### src/rtl/arc4_pkg.sv
// rtl/arc4_pkg.sv - shared ARC4 types and constants for the S-memory blocks
package arc4_pkg;

  localparam int SBOX_SIZE = 256;

  typedef logic [7:0] byte_t;

  typedef enum logic [1:0] {
    IDLE,
    RUN,
    DRAIN
  } s_reader_state_t;

endpackage

### src/rtl/s_reader_if.sv
// rtl/s_reader_if.sv - valid/ready byte stream leaving the S-memory reader
interface s_reader_if #(
  parameter int DATA_W = 8
);

  logic [DATA_W-1:0] out_data;
  logic              out_valid;
  logic              out_ready;

  modport master (
    output out_data,
    output out_valid,
    input  out_ready
  );

  modport slave (
    input  out_data,
    input  out_valid,
    output out_ready
  );

endinterface

### src/rtl/s_reader_fifo.sv
// rtl/s_reader_fifo.sv - 2-entry synchronous FIFO absorbing the one-cycle RAM read latency
module s_reader_fifo #(
  parameter int W = 8
) (
  input  logic         clk,
  input  logic         rst,
  input  logic         push,
  input  logic [W-1:0] din,
  input  logic         pop,
  output logic [W-1:0] dout,
  output logic [1:0]   count
);

  logic [W-1:0] mem [2];
  logic         wr_ptr;
  logic         rd_ptr;

  // When full, push+pop targets the slot being read; pop sees the old value.
  always_ff @(posedge clk) begin
    if (push) begin
      mem[wr_ptr] <= din;
    end
  end

  always_ff @(posedge clk) begin
    if (rst) begin
      wr_ptr <= 1'b0;
      rd_ptr <= 1'b0;
      count  <= 2'd0;
    end else begin
      if (push) begin
        wr_ptr <= ~wr_ptr;
      end
      if (pop) begin
        rd_ptr <= ~rd_ptr;
      end
      count <= count + {1'b0, push} - {1'b0, pop};
    end
  end

  assign dout = mem[rd_ptr];

endmodule

### src/rtl/s_reader.sv
// rtl/s_reader.sv - sweeps an S-memory region and streams it out; S_READER_IDCHECK_EN adds the identity check
module s_reader
  import arc4_pkg::*;
#(
  parameter int ADDR_W = 8,
  parameter int DATA_W = 8
) (
  input  logic              clk,
  input  logic              rst,
  input  logic              en,
  output logic              rdy,
  input  logic [ADDR_W-1:0] base,
  input  logic [ADDR_W:0]   len,
  output logic [ADDR_W-1:0] addr,
  input  logic [DATA_W-1:0] rddata,
  s_reader_if.master        out_s,
  output logic              mismatch
);

  localparam int CNT_W = ADDR_W + 1;

  s_reader_state_t   state, state_d;
  logic [ADDR_W-1:0] base_q;
  logic [CNT_W-1:0]  len_q;
  logic [CNT_W-1:0]  issue_cnt;
  logic [CNT_W-1:0]  accept_cnt;
  logic [ADDR_W-1:0] addr_last;
  logic [ADDR_W-1:0] addr_issue;
  logic              inflight;
  logic              issue;
  logic              issue_ok;
  logic              pop;
  logic              start;
  logic [1:0]        fifo_count;
  logic [2:0]        occupancy;

  assign start     = (state == IDLE) && en;
  assign pop       = out_s.out_valid && out_s.out_ready;
  // Counts the slot a pop frees this cycle so steady streaming runs at 1 byte/cycle.
  assign occupancy = {1'b0, fifo_count} + {2'b00, inflight} - {2'b00, pop};
  assign issue_ok  = occupancy < 3'd2;

  always_comb begin
    state_d = state;
    issue   = 1'b0;
    case (state)
      IDLE: begin
        if (en) begin
          state_d = (len == '0) ? DRAIN : RUN;
        end
      end
      RUN: begin
        if (issue_ok) begin
          issue = 1'b1;
          if (issue_cnt + CNT_W'(1) == len_q) begin
            state_d = DRAIN;
          end
        end
      end
      DRAIN: begin
        if (accept_cnt + CNT_W'(pop) == len_q) begin
          state_d = IDLE;
        end
      end
      default: state_d = IDLE;
    endcase
  end

  always_ff @(posedge clk) begin
    if (rst) begin
      state      <= IDLE;
      base_q     <= '0;
      len_q      <= '0;
      issue_cnt  <= '0;
      accept_cnt <= '0;
      addr_last  <= '0;
      inflight   <= 1'b0;
    end else begin
      state    <= state_d;
      inflight <= issue;
      if (start) begin
        base_q     <= base;
        len_q      <= len;
        issue_cnt  <= '0;
        accept_cnt <= '0;
      end else begin
        if (issue) begin
          issue_cnt <= issue_cnt + CNT_W'(1);
          addr_last <= addr_issue;
        end
        if (pop) begin
          accept_cnt <= accept_cnt + CNT_W'(1);
        end
      end
    end
  end

  assign addr_issue = base_q + issue_cnt[ADDR_W-1:0];
  assign addr       = issue ? addr_issue : addr_last;
  assign rdy        = (state == IDLE);

  s_reader_fifo #(
    .W(DATA_W)
  ) u_fifo (
    .clk  (clk),
    .rst  (rst),
    .push (inflight),
    .din  (rddata),
    .pop  (pop),
    .dout (out_s.out_data),
    .count(fifo_count)
  );

  assign out_s.out_valid = (fifo_count != 2'd0);

`ifdef S_READER_IDCHECK_EN
  logic [ADDR_W-1:0] accept_addr;
  logic              mismatch_q;

  assign accept_addr = base_q + accept_cnt[ADDR_W-1:0];

  always_ff @(posedge clk) begin
    if (rst) begin
      mismatch_q <= 1'b0;
    end else if (start) begin
      mismatch_q <= 1'b0;
    end else if (pop && (out_s.out_data != DATA_W'(accept_addr))) begin
      mismatch_q <= 1'b1;
    end
  end

  assign mismatch = mismatch_q;
`else
  assign mismatch = 1'b0;
`endif

endmodule

### src/flat_wrapper.sv
// flat-port wrapper written by rule: the top's interface ports become plain ports
module s_reader_flat import arc4_pkg::*;
#(
  parameter int ADDR_W = 8,
  parameter int DATA_W = 8
)
  (clk, rst, en, rdy, base, len, addr, rddata, mismatch, out_s_out_data, out_s_out_valid, out_s_out_ready);
  s_reader_if #(.DATA_W(DATA_W)) out_s_i ();
  input  logic clk;
  input  logic rst;
  input  logic en;
  output logic rdy;
  input  logic [ADDR_W-1:0] base;
  input  logic [ADDR_W:0] len;
  output logic [ADDR_W-1:0] addr;
  input  logic [DATA_W-1:0] rddata;
  output logic mismatch;
  output wire logic [$bits(out_s_i.out_data)-1:0] out_s_out_data;
  output wire logic [$bits(out_s_i.out_valid)-1:0] out_s_out_valid;
  input wire logic [$bits(out_s_i.out_ready)-1:0] out_s_out_ready;
  assign out_s_out_data = out_s_i.out_data;
  assign out_s_out_valid = out_s_i.out_valid;
  assign out_s_i.out_ready = out_s_out_ready;
  s_reader #(.ADDR_W(ADDR_W), .DATA_W(DATA_W)) u_core (.clk(clk), .rst(rst), .en(en), .rdy(rdy), .base(base), .len(len), .addr(addr), .rddata(rddata), .out_s(out_s_i), .mismatch(mismatch));
endmodule
### config.mk
export PLATFORM = sky130hd
export DESIGN_NAME = s_reader_flat
export DESIGN_NICKNAME = d
export VERILOG_FILES = /design/src/rtl/arc4_pkg.sv /design/src/rtl/s_reader_if.sv /design/src/rtl/s_reader_fifo.sv /design/src/rtl/s_reader.sv /design/src/flat_wrapper.sv
export SDC_FILE = /design/constraint.sdc
export NUM_CORES = 1
export LEC_CHECK = 0
export CORE_AREA = 2 2 104 106
export DETAILED_ROUTE_END_ITERATION = 10
export DIE_AREA = 0 0 106 108
export GPL_TIMING_DRIVEN = 0
export PLACE_DENSITY = 0.63
export SKIP_CTS_REPAIR_TIMING = 1
export SYNTH_ARGS = -nofsm -noshare
export SYNTH_HDL_FRONTEND = slang
export SYNTH_HIERARCHICAL = 1
export SYNTH_SLANG_ARGS = --single-unit
### constraint.sdc
create_clock -name clk -period 9.73 [get_ports clk]
set_input_delay 1.4595 -clock clk [delete_from_list [all_inputs] [get_ports clk]]
set_output_delay 1.4595 -clock clk [all_outputs]
set_load 0.1 [all_outputs]
==> reports/results.tsv <==
metric	value	unit
syn avg cell area	8.94	µm²
asr flop ratio synth	0	%
Die Area	11400	µm²
fin crit period	7.02	ns
Slew @ Worst Pin	1.00	ns
first-pass GRT wire length	13000	µm
pins over their slew limit	0	
Chip Height	108	µm
post-synthesis cell area	3560	µm²
HPWL Detailed	5880	µm
Clock Skews	0.00700	ns
largest net degree at the start of global routing	11	
layout cells sized above 1	7.17	%
Cell variety after synth	51	
Power Density	214	nW/µm²
Hold Crit Class	register to register	
H-tree depth	3	
Synth Instances	398	
Slowest-stage cell, CP	clkdlybuf4s50_1	
critical path arrival	5.56	ns
CP startpoint kind	input pin	
I/O Buffers	46	
final routed DRC violation total	0	
Max Clk Rate	142	MHz
clk slew on worst S/H paths	0.06	ns
IR Drop Worst-Case VDD	0.108	mV
Crit. End Element	output pin	
Clock Latency Late Sink	0.34	ns
kind of cell adding the most delay to the critical path	buffers and inverters	
Final Hold Viols	0	
number of synthesized flops with an enable pin	16	
total track usage	14.6	%
Crit Path Class	input pin to output pin	
initial DRC count	163	
R2R Path End	u_core/issue_cnt[6]$_SDFFE_PP0N_	
vias per std cell	4.89	
NumNets Final	500	
R2R Setup Slk	6.44	ns
initial antenna violation count	0	
grt total ovfl	0	
drt total wl	7980	µm
TritonCTS Buffers	9	
DR WL/cell	13.4	µm
Final Util	42.5	%
syn nets	443	
FF-to-FF Start	u_core/u_fifo/count[1]$_SDFF_PP0_	
antenna cells	0	
Worst Setup SP	out_s_out_ready	
Placer Congestion	0.809	
crit path max fanout	9	
worst reg-to-reg path cell count	12	
Worst Hold Path EP	u_core/base_q[0]$_SDFFE_PP0P_	
DP Cell Count	580	
WHS Path Cells	2	
Vias	2916	
vias in the first global route	2758	
Bufs on Longest Clock Path	2	
Num Clock Sinks	67	
starting density of the core	34.8	%
worst path bufs/invs	4	
Final period util	72.1	%
area grow syn2layout	22.3	%
Die X	106	µm
core area	10200	µm²
DRT antenna net count	0	
first-pass detailed-route iteration total	4	
Rel. slew slack	33.0	%
CP peak stage delay	1.13	ns
Cell Chain, Critical Path	clkdlybuf4s50_1 > and2_1 > clkbuf_1 > ha_1 > nor2b_1 > fa_1 > nor2_1 > and2_1 > clkbuf_1 > nand2_1 > or3_1 > nand3_1 > clkdlybuf4s50_1	
status	completed	
Leakage	0.00158	µW
YS warnings	6	
Root Buffer	clkbuf_8	
final cell count without fillers	596	
Max Cap Violations	0	
Worst EP required	8.27	ns
Top FF cell, synth	dfxtp_1	
number of synthesized register bits	67	
IO Pins	48	
unrepaired setup endpoints after global routing	false	
hold path start	u_core/base_q[0]$_SDFFE_PP0P_	
row count	37	
setup TNS	0	ns
TritonCTS clock tree	yes	
Final setup viols	0	
sequential-to-total area share from yosys stat	42.2	%
==> routing by layer <==
metal	global-route usage [%]	vias to the layer above	share of wire, %
li1	-	1469	-
met1	17.9	1347	47
met2	24.3	84	46
met3	2.77	16	4.6
met4	7.71	0	2.3
met5	0	-	0
==> where the power goes <==
| part | switching [µW] | internal [µW] |
|---|---|---|
| sequential | 18.9 | 313 |
| combinational | 273 | 126 |
| clock | 100 | 98.0 |
| total | 392 | 537 |
==> cell type report <==
type / count / area [µm²]
Tap cell: 136 / 170
Fill cell: 1038 / 5880
Timing Repair Buffer: 46 / 460
Clock buffer: 13 / 149
Buffer: 21 / 110
Clock inverter: 3 / 13.8
Inverter: 13 / 48.8
Multi-Input combinational cell: 297 / 1900
Sequential cell: 67 / 1500
==> registers in the layout, summed over array words and instances (netlist names), named ones only <==
signal / cells
u_core/state: 2
u_core/len_q: 9
u_core/issue_cnt: 9
u_core/accept_cnt: 9
u_core/base_q: 8
u_core/u_fifo/mem: 16
u_core/u_fifo/rd_ptr: 1
u_core/inflight: 1
u_core/u_fifo/count: 2
u_core/u_fifo/wr_ptr: 1
u_core/addr_last: 8
==> stage by stage <==
| stage | cell area [µm²] | hold slack, ns | worst slack [ns] | power (µW) |
|---|---|---|---|---|
| finish | 4350 | 0.464 | 2.71 | 929 |
| global route | 4350 | 0.482 | 2.44 | 979 |
| CTS | 4350 | 0.465 | 2.65 | 942 |
| detailed placement | 4190 | 0.453 | 2.67 | 740 |
| global placement | 4190 | 0.448 | 2.69 | 735 |
| floorplan | 3560 | 0.441 | 2.69 | 646 |
==> cells in the final DEF (no fill, tap or decap), types with 13 or more instances in the layout <==
master	instances
nand2_1	64
dfxtp_1	51
clkdlybuf4s50_1	46
nor2_1	36
a21oi_1	31
xnor2_1	24
clkbuf_1	18
xor2_1	18
edfxtp_1	16
ha_1	14
inv_1	13
==> how the worst max path moves through the flow <==
stage,to,slack [ns],cells past startpoint
final,addr[6],2.71,13
after global routing,addr[6],2.44,13
after CTS,addr[6],2.65,13
after detailed placement,addr[6],2.67,13
after global placement,addr[6],2.69,13
after floorplan,addr[4],2.69,8
==> Yosys cell counts, drive strengths merged, types with 2 or more instances <==
cell type | instances | share of area [%]
nand2 | 64 | 6.8
buf | 5 | 1.1
nor4 | 2 | 0.77
a31oi | 3 | 0.53
edfxtp | 16 | 14
a21o | 5 | 1.1
o31ai | 3 | 0.63
dfxtp | 51 | 29
mux2 | 8 | 2.5
or3 | 5 | 0.88
nand2b | 2 | 0.35
fa | 2 | 1.1
a21oi | 31 | 4.4
nand3 | 9 | 1.3
ha | 14 | 4.9
o21a | 2 | 0.42
a32oi | 2 | 0.49
nand4 | 8 | 1.4
clkbuf | 16 | 2.0
o21ai | 14 | 2.0
nor3 | 5 | 0.70
a211oi | 6 | 1.4
inv | 13 | 1.4
nor2b | 11 | 1.9
mux2i | 3 | 0.84
nor2 | 36 | 3.8
and2 | 4 | 0.70
xor2 | 18 | 4.4
xnor2 | 24 | 5.9
==> worst min-delay path, cell delays in order, from the launching register on <==
cell and delay, ns:
dfxtp_1 0.31, nand2_1 0.05, a21oi_1 0.05
==> logic make-up after synthesis <==
family                   Yosys count  synth area share (%)
AO/OA/AOI/OAI                     73                  12.6
XOR/XNOR                          43                  11.0
adder cells (fa/ha/maj)           16                  6.05
buffers and inverters             34                  4.47
flip-flops                        67                  42.2
multiplexers                      11                  3.38
other                              1                 0.105
AND/OR/NAND/NOR                  153                  20.3
Power figures use the tool's default switching activity.
